<file path="src/rtl/fpu_pkg.sv">
// Shared definitions for the FP multiplier normalize/round/pack stage.
// Holds the state encoding, exception codes and exponent constants.
package fpu_pkg;

  typedef enum logic [2:0] {
    StIdle,
    StNorm,
    StRound,
    StPack,
    StHold
  } FpRoundState;

  localparam logic [1:0] EXC_NONE = 2'b00;
  localparam logic [1:0] EXC_OVF  = 2'b01;
  localparam logic [1:0] EXC_UNF  = 2'b10;

  localparam int unsigned       EXP_BIAS = 127;
  localparam logic signed [9:0] EXP_MAX  = 10'sd255;

endpackage

</file>
<file path="src/rtl/fp_rne_round.sv">
// Round-to-nearest-even on a normalized 23-bit fraction.
// Ports:
//   mant_i  fraction before rounding
//   g_i     guard bit (first dropped bit)
//   s_i     sticky bit (OR of all lower dropped bits)
//   exp_i   signed 10-bit exponent
//   mant_o  rounded fraction
//   exp_o   exponent, bumped when the fraction rolls over
module fp_rne_round (
  input  logic [22:0]       mant_i,
  input  logic              g_i,
  input  logic              s_i,
  input  logic signed [9:0] exp_i,
  output logic [22:0]       mant_o,
  output logic signed [9:0] exp_o
);

  logic        round_up;
  logic [23:0] sum;

  // Ties (G=1, S=0) round up only when the LSB is odd.
  assign round_up = g_i & (s_i | mant_i[0]);
  assign sum      = {1'b0, mant_i} + {23'd0, round_up};

  // On carry-out the low 23 bits are already zero: 1.111.. + ulp = 10.000..
  assign mant_o = sum[22:0];
  assign exp_o  = sum[23] ? (exp_i + 10'sd1) : exp_i;

endmodule

</file>
<file path="src/rtl/fpmul_round.sv">
// Normalize/round/pack stage of the single-precision FP multiplier.
// Captures the 48-bit mantissa product on the multiplier's done pulse, then
// normalizes, rounds (RNE), checks overflow/underflow and presents a packed
// IEEE-754 single under a valid/ack handshake. Denormals flush to signed zero.
// Ports:
//   clk_i, rst_ni   clock, async active-low reset
//   prod_i          48-bit product of two 1.23 mantissas
//   prod_valid_i    one-cycle capture strobe (ignored outside idle)
//   sign_i          result sign
//   exp_i           signed e1+e2-127 before normalization
//   zero_i          an operand was zero
//   result_o        packed {sign, exp[7:0], frac[22:0]}
//   exc_o           00 none, 01 overflow, 10 underflow
//   out_valid_o     result available until accepted
//   out_ack_i       consumer accept
//   busy_o          high whenever not idle
module fpmul_round
  import fpu_pkg::*;
(
  input  logic              clk_i,
  input  logic              rst_ni,
  input  logic [47:0]       prod_i,
  input  logic              prod_valid_i,
  input  logic              sign_i,
  input  logic signed [9:0] exp_i,
  input  logic              zero_i,
  output logic [31:0]       result_o,
  output logic [1:0]        exc_o,
  output logic              out_valid_o,
  input  logic              out_ack_i,
  output logic              busy_o
);

  FpRoundState state_q, state_d;

  logic [47:0]       prod_q, prod_d;
  logic              sign_q, sign_d;
  logic              zero_q, zero_d;
  logic signed [9:0] exp_q, exp_d;
  logic [22:0]       mant_q, mant_d;
  logic              g_q, g_d;
  logic              s_q, s_d;
  logic [31:0]       result_q, result_d;
  logic [1:0]        exc_q, exc_d;
  logic              out_valid_q, out_valid_d;
  logic              busy_q, busy_d;

  logic [22:0]       rnd_mant;
  logic signed [9:0] rnd_exp;

  fp_rne_round u_round (
    .mant_i (mant_q),
    .g_i    (g_q),
    .s_i    (s_q),
    .exp_i  (exp_q),
    .mant_o (rnd_mant),
    .exp_o  (rnd_exp)
  );

  always_comb begin
    state_d  = state_q;
    prod_d   = prod_q;
    sign_d   = sign_q;
    zero_d   = zero_q;
    exp_d    = exp_q;
    mant_d   = mant_q;
    g_d      = g_q;
    s_d      = s_q;
    result_d = result_q;
    exc_d    = exc_q;

    unique case (state_q)
      StIdle: begin
        if (prod_valid_i) begin
          prod_d  = prod_i;
          sign_d  = sign_i;
          zero_d  = zero_i;
          exp_d   = exp_i;
          state_d = StNorm;
        end
      end
      StNorm: begin
        // Product of two [1,2) mantissas lies in [1,4): leading one is bit 47 or 46.
        if (prod_q[47]) begin
          mant_d = prod_q[46:24];
          g_d    = prod_q[23];
          s_d    = |prod_q[22:0];
          exp_d  = exp_q + 10'sd1;
        end else begin
          mant_d = prod_q[45:23];
          g_d    = prod_q[22];
          s_d    = |prod_q[21:0];
        end
        state_d = StRound;
      end
      StRound: begin
        mant_d  = rnd_mant;
        exp_d   = rnd_exp;
        state_d = StPack;
      end
      StPack: begin
        if (zero_q || (prod_q == 48'd0)) begin
          result_d = {sign_q, 31'd0};
          exc_d    = EXC_NONE;
        end else if (exp_q >= EXP_MAX) begin
          result_d = {sign_q, 8'hFF, 23'd0};
          exc_d    = EXC_OVF;
        end else if (exp_q <= 10'sd0) begin
          result_d = {sign_q, 31'd0};
          exc_d    = EXC_UNF;
        end else begin
          result_d = {sign_q, exp_q[7:0], mant_q};
          exc_d    = EXC_NONE;
        end
        state_d = StHold;
      end
      StHold: begin
        if (out_ack_i) begin
          state_d = StIdle;
        end
      end
      default: state_d = StIdle;
    endcase

    // Registered decodes of the next state keep the outputs glitch-free.
    out_valid_d = (state_d == StHold);
    busy_d      = (state_d != StIdle);
  end

  always_ff @(posedge clk_i or negedge rst_ni) begin
    if (!rst_ni) begin
      state_q     <= StIdle;
      prod_q      <= '0;
      sign_q      <= 1'b0;
      zero_q      <= 1'b0;
      exp_q       <= '0;
      mant_q      <= '0;
      g_q         <= 1'b0;
      s_q         <= 1'b0;
      result_q    <= '0;
      exc_q       <= EXC_NONE;
      out_valid_q <= 1'b0;
      busy_q      <= 1'b0;
    end else begin
      state_q     <= state_d;
      prod_q      <= prod_d;
      sign_q      <= sign_d;
      zero_q      <= zero_d;
      exp_q       <= exp_d;
      mant_q      <= mant_d;
      g_q         <= g_d;
      s_q         <= s_d;
      result_q    <= result_d;
      exc_q       <= exc_d;
      out_valid_q <= out_valid_d;
      busy_q      <= busy_d;
    end
  end

  assign result_o    = result_q;
  assign exc_o       = exc_q;
  assign out_valid_o = out_valid_q;
  assign busy_o      = busy_q;

endmodule

</file>
<file path="config.mk">
export PLATFORM = sky130hd
export DESIGN_NAME = fpmul_round
export DESIGN_NICKNAME = d
export VERILOG_FILES = /design/src/rtl/fpu_pkg.sv /design/src/rtl/fp_rne_round.sv /design/src/rtl/fpmul_round.sv
export SDC_FILE = /design/constraint.sdc
export NUM_CORES = 1
export LEC_CHECK = 0
export BUFFER_PORTS_ARGS = -buffer_cell sky130_fd_sc_hd__clkbuf_2
export CORE_AREA = 2 2 116 118
export CTS_CLUSTER_DIAMETER = 150
export CTS_CLUSTER_SIZE = 24
export DETAILED_ROUTE_END_ITERATION = 12
export DIE_AREA = 0 0 118 120
export PLACE_DENSITY = 0.73
export SYNTH_ARGS = -nofsm -noshare
export SYNTH_HDL_FRONTEND = slang
export SYNTH_HIERARCHICAL = 1
export SYNTH_SLANG_ARGS = --single-unit
</file>
<file path="constraint.sdc">
create_clock -name clk_i -period 3.05 [get_ports clk_i]
set_clock_uncertainty 0.15 [all_clocks]
set_input_delay 0.61 -clock clk_i [delete_from_list [all_inputs] [get_ports clk_i]]
set_output_delay 0.61 -clock clk_i [all_outputs]
set_load 0.01 [all_outputs]
</file>
==> reports/qor.yml, run 1 <==
run_status:
  status: "finished, final reports clean"
worst_setup_path:
  worstSetupPathType: "reg -> reg"
  cpPeakStageDelay_ns: 0.55
  startpoint_type: "flop"
  cp-startpoint: "mant_q[0]$_DFFE_PN0N_"
  r2r_end: "exp_q[9]$_DFFE_PN0P_"
  end_kind: "flop"
  cp_top_family: "simple AND/OR/NAND/NOR gates"
  rr_startpoint: "mant_q[0]$_DFFE_PN0N_"
  path_cells: "o21a_1 > ha_1 > nand3_1 > or4_4 > nor4_1 > xor2_1 > a22o_1 > a221oi_1 > o2bb2ai_1"
  cpMaxStageDelayCell: "or4_4"
  arrival_ns: 2.94
  worst-path-buf-inv: 0
  reg2reg_depth: 9
  worstPathRequired_ns: 3.19
  r2r_setup_slack_ns: 0.25
  path_max_fanout: 11
grt:
  grt_pass1_wl_um: 24070
  grt_pass1_vias: 4739
  antenna_found_initial: 0
  grt_use_total: 0.2159
  overflow: 0
  grt_max_degree: 57
logic_synthesis:
  ys_seq_area_frac: 0.4899
  avgSynthCellArea_um2: 10.81
  synth-compound-area-share: 0.1525
  synth-simple-area-share: 0.1705
  synth_edf_count: 0
  synthMuxAreaShare: 0.09463
  synth_ff_type: "dfrtp_1"
  synth_fp_nets: 655
  synth-seq-cells: 124
  synth_top_family_by_area: "simple AND/OR/NAND/NOR gates"
  async_flop_share: 1.000
  postSynthCellCount: 586
  synth-xor-area-share: 0.04425
  syn_area_mm2: 0.006334
  ys_types: 54
  synth_fa_ha_area_frac: 0.009878
  ys_warn_count: 6
power_and_ir_drop:
  static-leakage-power_nw: 3.269
  p_per_area_mw_per_mm2: 1103
  vdd_ir_drop_max_mv: 0.5958
  total_power_mw: 8.361
clocking:
  cts.sinks: 124
  htree_levels: 4
  cts_setup_buffers: 0
  clk_latency_ns: 0.42
  clk_pin_slew_ns: 0.06
  clock_path_buffers: 2
  cts_buffers: 17
  cts_root_buf: "clkbuf_16"
  hold_buffers: 0
  post_cts_resized: 0
  tritoncts: "yes"
floorplanning:
  rows: 42
  core_mm2: 0.01298
  die_w_um: 118
  initial_utilization: 0.4880
  die-area_mm2: 0.01416
  ios: 100
  die_y_um: 120
placed_design:
  hpwl_um: 10210
  place_inst: 834
  placed_area_mm2: 0.007002
  place_congestion: 0.9011
  place.port_buffers: 99
  pre_cts_ws_ns: 0.2624
sta:
  fin_crit_sh: 0.9172
  setup_slack_ns: 0.2525
  worstMarginPinSlew_ns: 0.7546
  tns_ns: 0
  hold_viol_final: 0
  fin_hold_ws_ns: 0.1110
  slew_headroom: 0.4970
  clock.fmax_mhz: 357.5
  fin_crit_ns: 2.798
  drv_slew: 0
  rsz0062_at_grt: "false"
  final-setup-viol-count: 0
finish:
  n_fill_cell: 1124
  regArea_mm2: 0.003103
  multi_input_area_mm2: 0.003004
  fin_util: 0.5838
  final_nets: 746
  diodes: 0
  layout-drive-gt1-share: 0.3130
  final_cells: 866
  area_growth_pct: 19.64
  fin_area_mm2: 0.007577
drt:
  ant_nets: 0
  routedWlPerCell_um: 16.85
  first_pass_iters: 5
  drtIter0Drc: 286
  drt-total-wl_um: 14590
  vias: 4960
  drc: 0
  via_per_inst: 5.727
job:
  drv_cap: 0
worst_hold_path:
  min_path_type: "in -> async"
[worst max-delay path by stage]
stage / endpoint / slack [ns] / cells past startpoint
2_1_floorplan: exp_q[1]$_DFFE_PN0P_ / 0.41 / 10
3_3_place_gp: exp_q[1]$_DFFE_PN0P_ / 0.35 / 9
3_5_place_dp: exp_q[9]$_DFFE_PN0P_ / 0.26 / 9
4_1_cts: exp_q[9]$_DFFE_PN0P_ / 0.24 / 9
5_1_grt: exp_q[9]$_DFFE_PN0P_ / 0.07 / 9
6_report: exp_q[9]$_DFFE_PN0P_ / 0.25 / 9
[synth_stat cells (4+ instances only)]
library cell,count,area (µm²)
mux2_2,51,574.3
o2bb2ai_1,5,43.79
dfrtp_1,124,3103
nor2_1,40,150.1
nand3_1,11,55.05
o21ai_0,24,120.1
nor2b_1,23,143.9
nor3_1,7,35.03
a21oi_1,4,20.02
a211oi_1,24,180.2
a221oi_1,7,61.31
ha_1,5,62.56
buf_2,10,50.05
xnor2_1,15,131.4
xor2_1,17,148.9
nor4_1,18,112.6
nand2_1,58,217.7
nor4_2,5,62.56
o31ai_1,23,172.7
a32o_1,25,250.2
nand4_1,8,50.05
inv_1,7,26.28
clkbuf_1,24,90.09
[state kept, by name, indices dropped and copies added, names as in the netlist, 2 cells and up]
signal    count
exp_q        10
result_o     32
mant_q       23
prod_q       48
state_q       3
exc_o         2
[cell families (layout without fill, tap and decap cells)]
logic type,Yosys count,in the layout
fa+ha+maj,5,5
flops,124,124
xor+xnor,32,32
buf+inv,49,153
simple gates,196,196
compound gates,127,127
mux,53,53
[cells in the final DEF, fill, tap and decap left out, types with 2 or more instances in the layout]
cell / n
a211o_1: 2
a211oi_1: 24
xnor2_1: 15
nor4_1: 18
a22oi_1: 2
a221oi_1: 7
nor3b_2: 2
nand2_1: 58
buf_12: 3
a21oi_1: 4
and2_1: 3
o31ai_1: 23
clkinv_2: 5
or4_4: 2
clkinvlp_4: 4
mux2_2: 51
inv_1: 7
nand3_1: 11
nor2_1: 40
dfrtp_1: 124
clkbuf_16: 17
and4_1: 2
and3_1: 3
a22o_1: 2
o21a_1: 3
nand4_1: 8
xor2_1: 17
ha_1: 5
a32o_1: 25
bufinv_16: 2
o21ai_0: 24
nand3b_1: 3
nor3_1: 7
buf_4: 13
nor2b_1: 23
o2bb2ai_1: 5
clkinv_4: 3
nor4_4: 2
nor4_2: 5
clkbuf_2: 98
[layer usage]
metal	vias to the layer above	part of all wire	wire length [µm]	track usage
met4	0	0.016	232	0.06928
met5	-	0	0	0
met2	179	0.46	6781	0.3212
met1	2398	0.45	6517	0.2982
li1	2365	-	-	-
met3	18	0.072	1057	0.07319
[power by group]
| group | switching (mW) | internal (mW) |
|---|---|---|
| Combinational | 1.63 | 1.50 |
| Sequential | 0.871 | 2.44 |
| Clock | 0.729 | 1.20 |
[layout make-up]
class	instances	share of cell area
clock buffers	17	0.05614
clock inverters	15	0.01982
well taps	176	0.02906
flip-flops and latches	124	0.4095
inverters	7	0.003468
multi-input cells	413	0.3965
repair buffers	114	0.08554
Note: power is estimated with default switching activity, not from simulation.
==> run 2: changes to the inputs <==
--- a/config.mk
+++ b/config.mk
@@ -6,11 +6,11 @@
 export NUM_CORES = 1
 export LEC_CHECK = 0
 export BUFFER_PORTS_ARGS = -buffer_cell sky130_fd_sc_hd__clkbuf_2
-export CORE_AREA = 2 2 116 118
+export CORE_AREA = 4 4 118 120
 export CTS_CLUSTER_DIAMETER = 150
 export CTS_CLUSTER_SIZE = 24
 export DETAILED_ROUTE_END_ITERATION = 12
-export DIE_AREA = 0 0 118 120
+export DIE_AREA = 0 0 122 124
 export PLACE_DENSITY = 0.73
 export SYNTH_ARGS = -nofsm -noshare
 export SYNTH_HDL_FRONTEND = slang
==> run 2 against run 1 <==
Against the previous run: combinational power about the same; clock power increased by 12%; global-route usage decreased by 0.65 points; via count increased by 1.9%; sequential power about the same; sequential share of layout area decreased by 0.30 points; clock-buffer cell count increased by 5; utilization increased by 0.42 points; hold slack got worse by 0.057 ns; total power increased by 2.8%; non-clock buffer count decreased by 2; largest cell class unchanged; flip-flop and latch count unchanged.
==> reports/qor.yml, run 2 (synthesis results as in run 1) <==
floorplanning:
  ios: 100  # unchanged
  core_mm2: 0.01298  # unchanged
  die_w_um: 122  # +3.4%
  die-area_mm2: 0.01513  # +6.8%
  initial_utilization: 0.4880  # unchanged
  rows: 42  # unchanged
  die_y_um: 124  # +3.3%
placed_design:
  place_inst: 832  # -0.24%
  place.port_buffers: 99  # unchanged
  hpwl_um: 10460  # +2.5%
  pre_cts_ws_ns: 0.2643  # +0.001937 ns
  place_congestion: 0.8548  # -5.1%
finish:
  layout-drive-gt1-share: 0.3096  # -0.003450
  largest_register_ffs: 48  # unchanged
  final_common_cell: "dfrtp_1"
  final_nets: 744  # -0.27%
  mostFrequentLayoutCells: "dfrtp_1 (124), clkbuf_2 (98), nand2_1 (58)"
  diodes: 0  # unchanged
  area_growth_pct: 20.51
  final_cells: 864  # -0.23%
  regMostFlops: "prod_q"
  n_fill_cell: 1114  # -0.89%
  fin_util: 0.5880  # +0.004241
worst_setup_path:
  reg2reg_depth: 9  # unchanged
  cp-startpoint: "mant_q[0]$_DFFE_PN0N_"
  path_max_fanout: 9  # -2
  cp_top_family: "simple AND/OR/NAND/NOR gates"
  cpMaxStageDelayCell: "or4_4"
  worst-path-buf-inv: 0  # unchanged
  setup.worst_path.end: "exp_q[1]$_DFFE_PN0P_"
  path_cells: "o21a_1 > ha_1 > nand3_1 > or4_4 > or2_2 > mux2_4 > a22o_1 > a211oi_1 > a21oi_1"
  worstSetupPathType: "reg -> reg"
  startpoint_type: "flop"
  r2r_end: "exp_q[1]$_DFFE_PN0P_"
  rr_startpoint: "mant_q[0]$_DFFE_PN0N_"
  arrival_ns: 2.94  # about the same
  cp.depth: 9  # unchanged
  end_kind: "flop"
  cpPeakStageDelay_ns: 0.53  # -0.02 ns
  r2r_setup_slack_ns: 0.23  # -0.02 ns
  worstPathRequired_ns: 3.17  # -0.02 ns
grt:
  met1_usage: 0.2664  # -0.03177
  met2_usage: 0.3308  # +0.009580
  grt_pass1_wl_um: 24900  # +3.5%
  use_met3: 0.07856  # +0.005371
  grt_use_total: 0.2093  # -0.006547
  grt.busiest_layer: "met2"
  overflow: 0  # unchanged
  grt_max_degree: 57  # unchanged
  antenna_found_initial: 0  # unchanged
  grt_pass1_vias: 5060  # +6.8%
drt:
  drc: 0  # unchanged
  drtIter0Drc: 225  # -21%
  routedWlPerCell_um: 17.50  # +3.9%
  first_pass_iters: 5  # unchanged
  vias: 5052  # +1.9%
  via_per_inst: 5.847  # +2.1%
  drt-total-wl_um: 15120  # +3.6%
  ant_nets: 0  # unchanged
power_and_ir_drop:
  vdd_ir_drop_max_mv: 0.5976  # +0.29%
  static-leakage-power_nw: 3.293  # +0.73%
  p_per_area_mw_per_mm2: 1126  # +2.1%
clocking:
  tritoncts: "yes"
  cts_setup_buffers: 0  # unchanged
  hold_buffers: 0  # unchanged
  clk_pin_slew_ns: 0.06  # about the same
  cts.sinks: 124  # unchanged
  htree_levels: 4  # unchanged
  post_cts_resized: 0  # unchanged
  clock_path_buffers: 2  # unchanged
  cts_root_buf: "clkbuf_16"
  cts_buffers: 17  # unchanged
  clk_latency_ns: 0.41  # about the same
sta:
  clock.fmax_mhz: 354.6  # -0.81%
  fin_crit_sh: 0.9247  # +0.007478
  slew_headroom: 0.5101  # +0.01319
  fin_crit_ns: 2.820  # +0.02281 ns
  worstMarginPinSlew_ns: 0.7348  # -0.01978 ns
  drv_slew: 0  # unchanged
  tns_ns: 0  # unchanged
  rsz0062_at_grt: "false"
  final-setup-viol-count: 0  # unchanged
  hold_viol_final: 0  # unchanged
  setup_slack_ns: 0.2297  # -0.02281 ns
worst_hold_path:
  min_path_type: "in -> async"
job:
  drv_cap: 0  # unchanged
run_status:
  status: "finished, final reports clean"
==> run 2: cell types whose count changed in the layout (fill, tap and decap cells not counted), sizes merged <==
| cell | change |
|---|---|
| bufinv | +2 |
| buf | -2 |
| clkbuf | +5 |
| clkinvlp | -1 |
| clkinv | -5 |
| inv | -1 |
==> run 2: where the power goes <==
part           internal [mW]  switching, mW  total (mW)  leakage [nW]
registers               2.44          0.890        3.33          1.53
clock network           1.45          0.703        2.16         0.308
logic                   1.49           1.62        3.11          1.46
==> run 2: worst min-delay path by stage <==
stage / from / end / slack [ns] / cells past startpoint
6_report: rst_ni / prod_q[16]$_DFFE_PN0P_ / 0.05 / 1
5_1_grt: rst_ni / prod_q[16]$_DFFE_PN0P_ / 0.09 / 1
4_1_cts: rst_ni / prod_q[16]$_DFFE_PN0P_ / 0.07 / 1
3_5_place_dp: exc_o[1]$_DFFE_PN0P_ / exc_o[1]$_DFFE_PN0P_ / 0.32 / 2
3_3_place_gp: exc_o[1]$_DFFE_PN0P_ / exc_o[1]$_DFFE_PN0P_ / 0.31 / 2
2_1_floorplan: rst_ni / busy_o$_DFF_PN0_ / 0.16 / 0
==> run 2: cell type report <==
| cell class | count | area, µm² | area share |
|---|---|---|---|
| timing repair buffer | 112 | 633.1 | 0.08295 |
| sequential | 124 | 3103 | 0.4066 |
| clock buffer | 22 | 484.2 | 0.06344 |
| clock inverter | 10 | 161.4 | 0.02115 |
| tap | 176 | 220.2 | 0.02885 |
| inverter | 7 | 26.28 | 0.003443 |
| multi-input combinational | 413 | 3004 | 0.3936 |
==> run 2: routing by layer <==
layer | routed length [µm] | part of all wire
met1 | 6273 | 0.41
met2 | 7116 | 0.47
met3 | 1438 | 0.095
met4 | 291 | 0.019
met5 | 0 | 0
==> run 2: through the flow <==
| step | instance area (µm²) | hold slack, ns | total power, mW |
|---|---|---|---|
| finish | 7632 | 0.05411 | 8.597 |
| global route | 7632 | 0.08563 | 9.205 |
| CTS | 7632 | 0.06662 | 8.646 |
| detailed placement | 6987 | 0.3173 | 6.436 |
| global placement | 6987 | 0.3112 | 6.259 |
| floorplan | 6334 | 0.1644 | 5.484 |
==> run 3: changes to the inputs <==
--- a/config.mk
+++ b/config.mk
@@ -5,12 +5,12 @@
 export SDC_FILE = /design/constraint.sdc
 export NUM_CORES = 1
 export LEC_CHECK = 0
-export BUFFER_PORTS_ARGS = -buffer_cell sky130_fd_sc_hd__clkbuf_2
-export CORE_AREA = 4 4 118 120
+export BUFFER_PORTS_ARGS = -buffer_cell sky130_fd_sc_hd__buf_2
+export CORE_AREA = 2 2 116 118
 export CTS_CLUSTER_DIAMETER = 150
 export CTS_CLUSTER_SIZE = 24
 export DETAILED_ROUTE_END_ITERATION = 12
-export DIE_AREA = 0 0 122 124
+export DIE_AREA = 0 0 118 120
 export PLACE_DENSITY = 0.73
 export SYNTH_ARGS = -nofsm -noshare
 export SYNTH_HDL_FRONTEND = slang
==> run 3 against run 2 <==
Against the previous run: utilization down 0.40 points; highest routed layer unchanged; worst setup slack gained 0.039 ns; non-clock buffer count rose by 3; critical endpoint unchanged.
==> reports/qor.yml, run 3 (synthesis results as in run 1) <==
power_and_ir_drop:
  static-leakage-power_nw: 3.297  # +0.11%
  comb_power_share: 0.368  # +0.006
  power_switching_mw: 3.166  # -1.5%
  switching_share: 0.3756  # +0.001567
  p_seq_frac: 0.392  # +0.005
  vdd_ir_drop_max_mv: 0.5455  # -8.7%
  intPower_mw: 5.263  # -2.2%
  p_clk_frac: 0.239  # -0.012
  p_per_area_mw_per_mm2: 1112  # -1.3%
grt:
  antenna_found_initial: 0  # unchanged
  overflow: 0  # unchanged
  grt_max_degree: 57  # unchanged
  grt_pass1_wl_um: 24620  # -1.1%
  grt_pass1_vias: 4832  # -4.5%
  grt_use_total: 0.2194  # +0.01007
clocking:
  cts.sinks: 124  # unchanged
  tritoncts: "yes"
  cts_buffers: 17  # unchanged
  htree_levels: 4  # unchanged
  cts_root_buf: "clkbuf_16"
  post_cts_resized: 0  # unchanged
  clk_pin_slew_ns: 0.05  # about the same
  cts_setup_buffers: 0  # unchanged
  clk_latency_ns: 0.42  # about the same
  clock_path_buffers: 2  # unchanged
finish:
  final_common_cell: "dfrtp_1"
  n_fill_cell: 1131  # +1.5%
  final_nets: 747  # +0.40%
  largest_register_ffs: 48  # unchanged
  area_growth_pct: 19.68
  fin_area_mm2: 0.007580  # -0.69%
  diodes: 0  # unchanged
  layout-drive-gt1-share: 0.3072  # -0.002347
  regArea_mm2: 0.003103  # unchanged
  regMostFlops: "prod_q"
  mostFrequentLayoutCells: "dfrtp_1 (124), buf_2 (98), nand2_1 (58)"
  multi_input_area_mm2: 0.003004  # unchanged
worst_setup_path:
  r2r_end: "exp_q[1]$_DFFE_PN0P_"
  startpoint_type: "flop"
  worst-path-buf-inv: 0  # unchanged
  cpPeakStageDelay_ns: 0.57  # +0.04 ns
  setup.worst_path.end: "exp_q[1]$_DFFE_PN0P_"
  end_kind: "flop"
  r2r_setup_slack_ns: 0.27  # +0.04 ns
  worstPathRequired_ns: 3.18  # about the same
  rr_startpoint: "mant_q[0]$_DFFE_PN0N_"
  arrival_ns: 2.91  # -0.03 ns
  cp.depth: 9  # unchanged
  path_max_fanout: 14  # +5
  path_cells: "o21a_1 > ha_1 > nand3_1 > or4_4 > or2_2 > mux2_4 > a22o_1 > a211oi_1 > a21oi_1"
  cpMaxStageDelayCell: "or4_4"
  worstSetupPathType: "reg -> reg"
  reg2reg_depth: 9  # unchanged
  cp-startpoint: "mant_q[0]$_DFFE_PN0N_"
  cp_top_family: "simple AND/OR/NAND/NOR gates"
drt:
  vias: 4996  # -1.1%
  routedWlPerCell_um: 17.22  # -1.6%
  first_pass_iters: 5  # unchanged
  via_per_inst: 5.769  # -1.3%
  drtIter0Drc: 319  # +42%
  drc: 0  # unchanged
  drt-total-wl_um: 14910  # -1.4%
  ant_nets: 0  # unchanged
sta:
  clock.fmax_mhz: 359.5  # +1.4%
  hold_viol_final: 0  # unchanged
  slew_headroom: 0.5207  # +0.01051
  drv_slew: 0  # unchanged
  fin_crit_sh: 0.9121  # -0.01262
  final-setup-viol-count: 0  # unchanged
  worstMarginPinSlew_ns: 0.7190  # -0.01576 ns
  tns_ns: 0  # unchanged
  fin_crit_ns: 2.782  # -0.03850 ns
  rsz0062_at_grt: "false"
floorplanning:
  die_w_um: 118  # -3.3%
  initial_utilization: 0.4880  # unchanged
  core_mm2: 0.01298  # unchanged
  ios: 100  # unchanged
  die_y_um: 120  # -3.2%
  rows: 42  # unchanged
  die-area_mm2: 0.01416  # -6.4%
placed_design:
  place.port_buffers: 99  # unchanged
  place_congestion: 0.9222  # +7.9%
  hpwl_um: 10310  # -1.5%
  placed_area_mm2: 0.006977  # -0.14%
job:
  drv_cap: 0  # unchanged
run_status:
  status: "finished, final reports clean"
worst_hold_path:
  min_path_type: "in -> reg"
-- run 3: final cells by class --
| class | instances | share of cell area |
|---|---|---|
| flip-flops and latches | 124 | 0.4094 |
| multi-input cells | 413 | 0.3963 |
| repair buffers | 115 | 0.08353 |
| clock buffers | 23 | 0.06306 |
| well taps | 176 | 0.02905 |
| clock inverters | 8 | 0.01519 |
| inverters | 7 | 0.003466 |
-- run 3: power by group through the flow --
| stage | combinational, mW | clock (mW) | sequential, mW |
|---|---|---|---|
| 2_1_floorplan | 2.36 | 0 | 3.12 |
| 5_1_grt | 3.46 | 2.13 | 3.43 |
| 6_report | 3.10 | 2.02 | 3.31 |
| 3_5_place_dp | 3.11 | 0 | 3.32 |
| 4_1_cts | 3.13 | 2.06 | 3.30 |
| 3_3_place_gp | 3.02 | 0 | 3.27 |
-- run 3: worst register-to-register path: cells and delay by family (launching register included) --
kind	cells	cell delay (ns)
compound gates	4	0.57
simple gates	3	1.07
flops	1	0.39
fa+ha+maj	1	0.16
mux	1	0.30
-- run 3: metrics by stage --
| stage | hold slack [ns] | instances | power [mW] | util | setup slack, ns |
|---|---|---|---|---|---|
| global placement | 0.3050 | 834 | 6.283 | 0.5375 | 0.3247 |
| global route | 0.2673 | 866 | 9.027 | 0.5840 | 0.1067 |
| finish | 0.2697 | 866 | 8.429 | 0.5840 | 0.2682 |
| floorplan | 0.1644 | 586 | 5.484 | - | 0.4096 |
| detailed placement | 0.3147 | 834 | 6.433 | 0.5375 | 0.2716 |
| CTS | 0.2555 | 866 | 8.485 | 0.5840 | 0.2705 |
-- run 3: worst min path at each step --
stage,slack [ns],start,to,cells past startpoint
3_3_place_gp,0.30,exc_o[1]$_DFFE_PN0P_,exc_o[1]$_DFFE_PN0P_,2
3_5_place_dp,0.31,result_o[29]$_DFFE_PN0P_,result_o[29]$_DFFE_PN0P_,2
4_1_cts,0.26,prod_i[34],prod_q[34]$_DFFE_PN0P_,2
6_report,0.27,prod_i[18],prod_q[18]$_DFFE_PN0P_,2
2_1_floorplan,0.16,rst_ni,busy_o$_DFF_PN0_,0
5_1_grt,0.27,prod_i[6],prod_q[6]$_DFFE_PN0P_,2
-- run 3: routing by layer --
| metal | up-vias | track usage | share of wire | wire length, µm |
|---|---|---|---|---|
| met5 | - | 0 | 0 | 0 |
| met4 | 0 | 0.07907 | 0.014 | 216 |
| met3 | 21 | 0.05751 | 0.060 | 899 |
| met2 | 159 | 0.3427 | 0.47 | 7028 |
| met1 | 2449 | 0.2964 | 0.45 | 6767 |
| li1 | 2367 | - | - | - |
-- run 3: timing repair --
| item | CTS | global route |
|---|---|---|
| setup endpoints to repair | 0 | 0 |
| hold buffers | 1 | 0 |
| endpoints found under the hold margin | 12 | 0 |
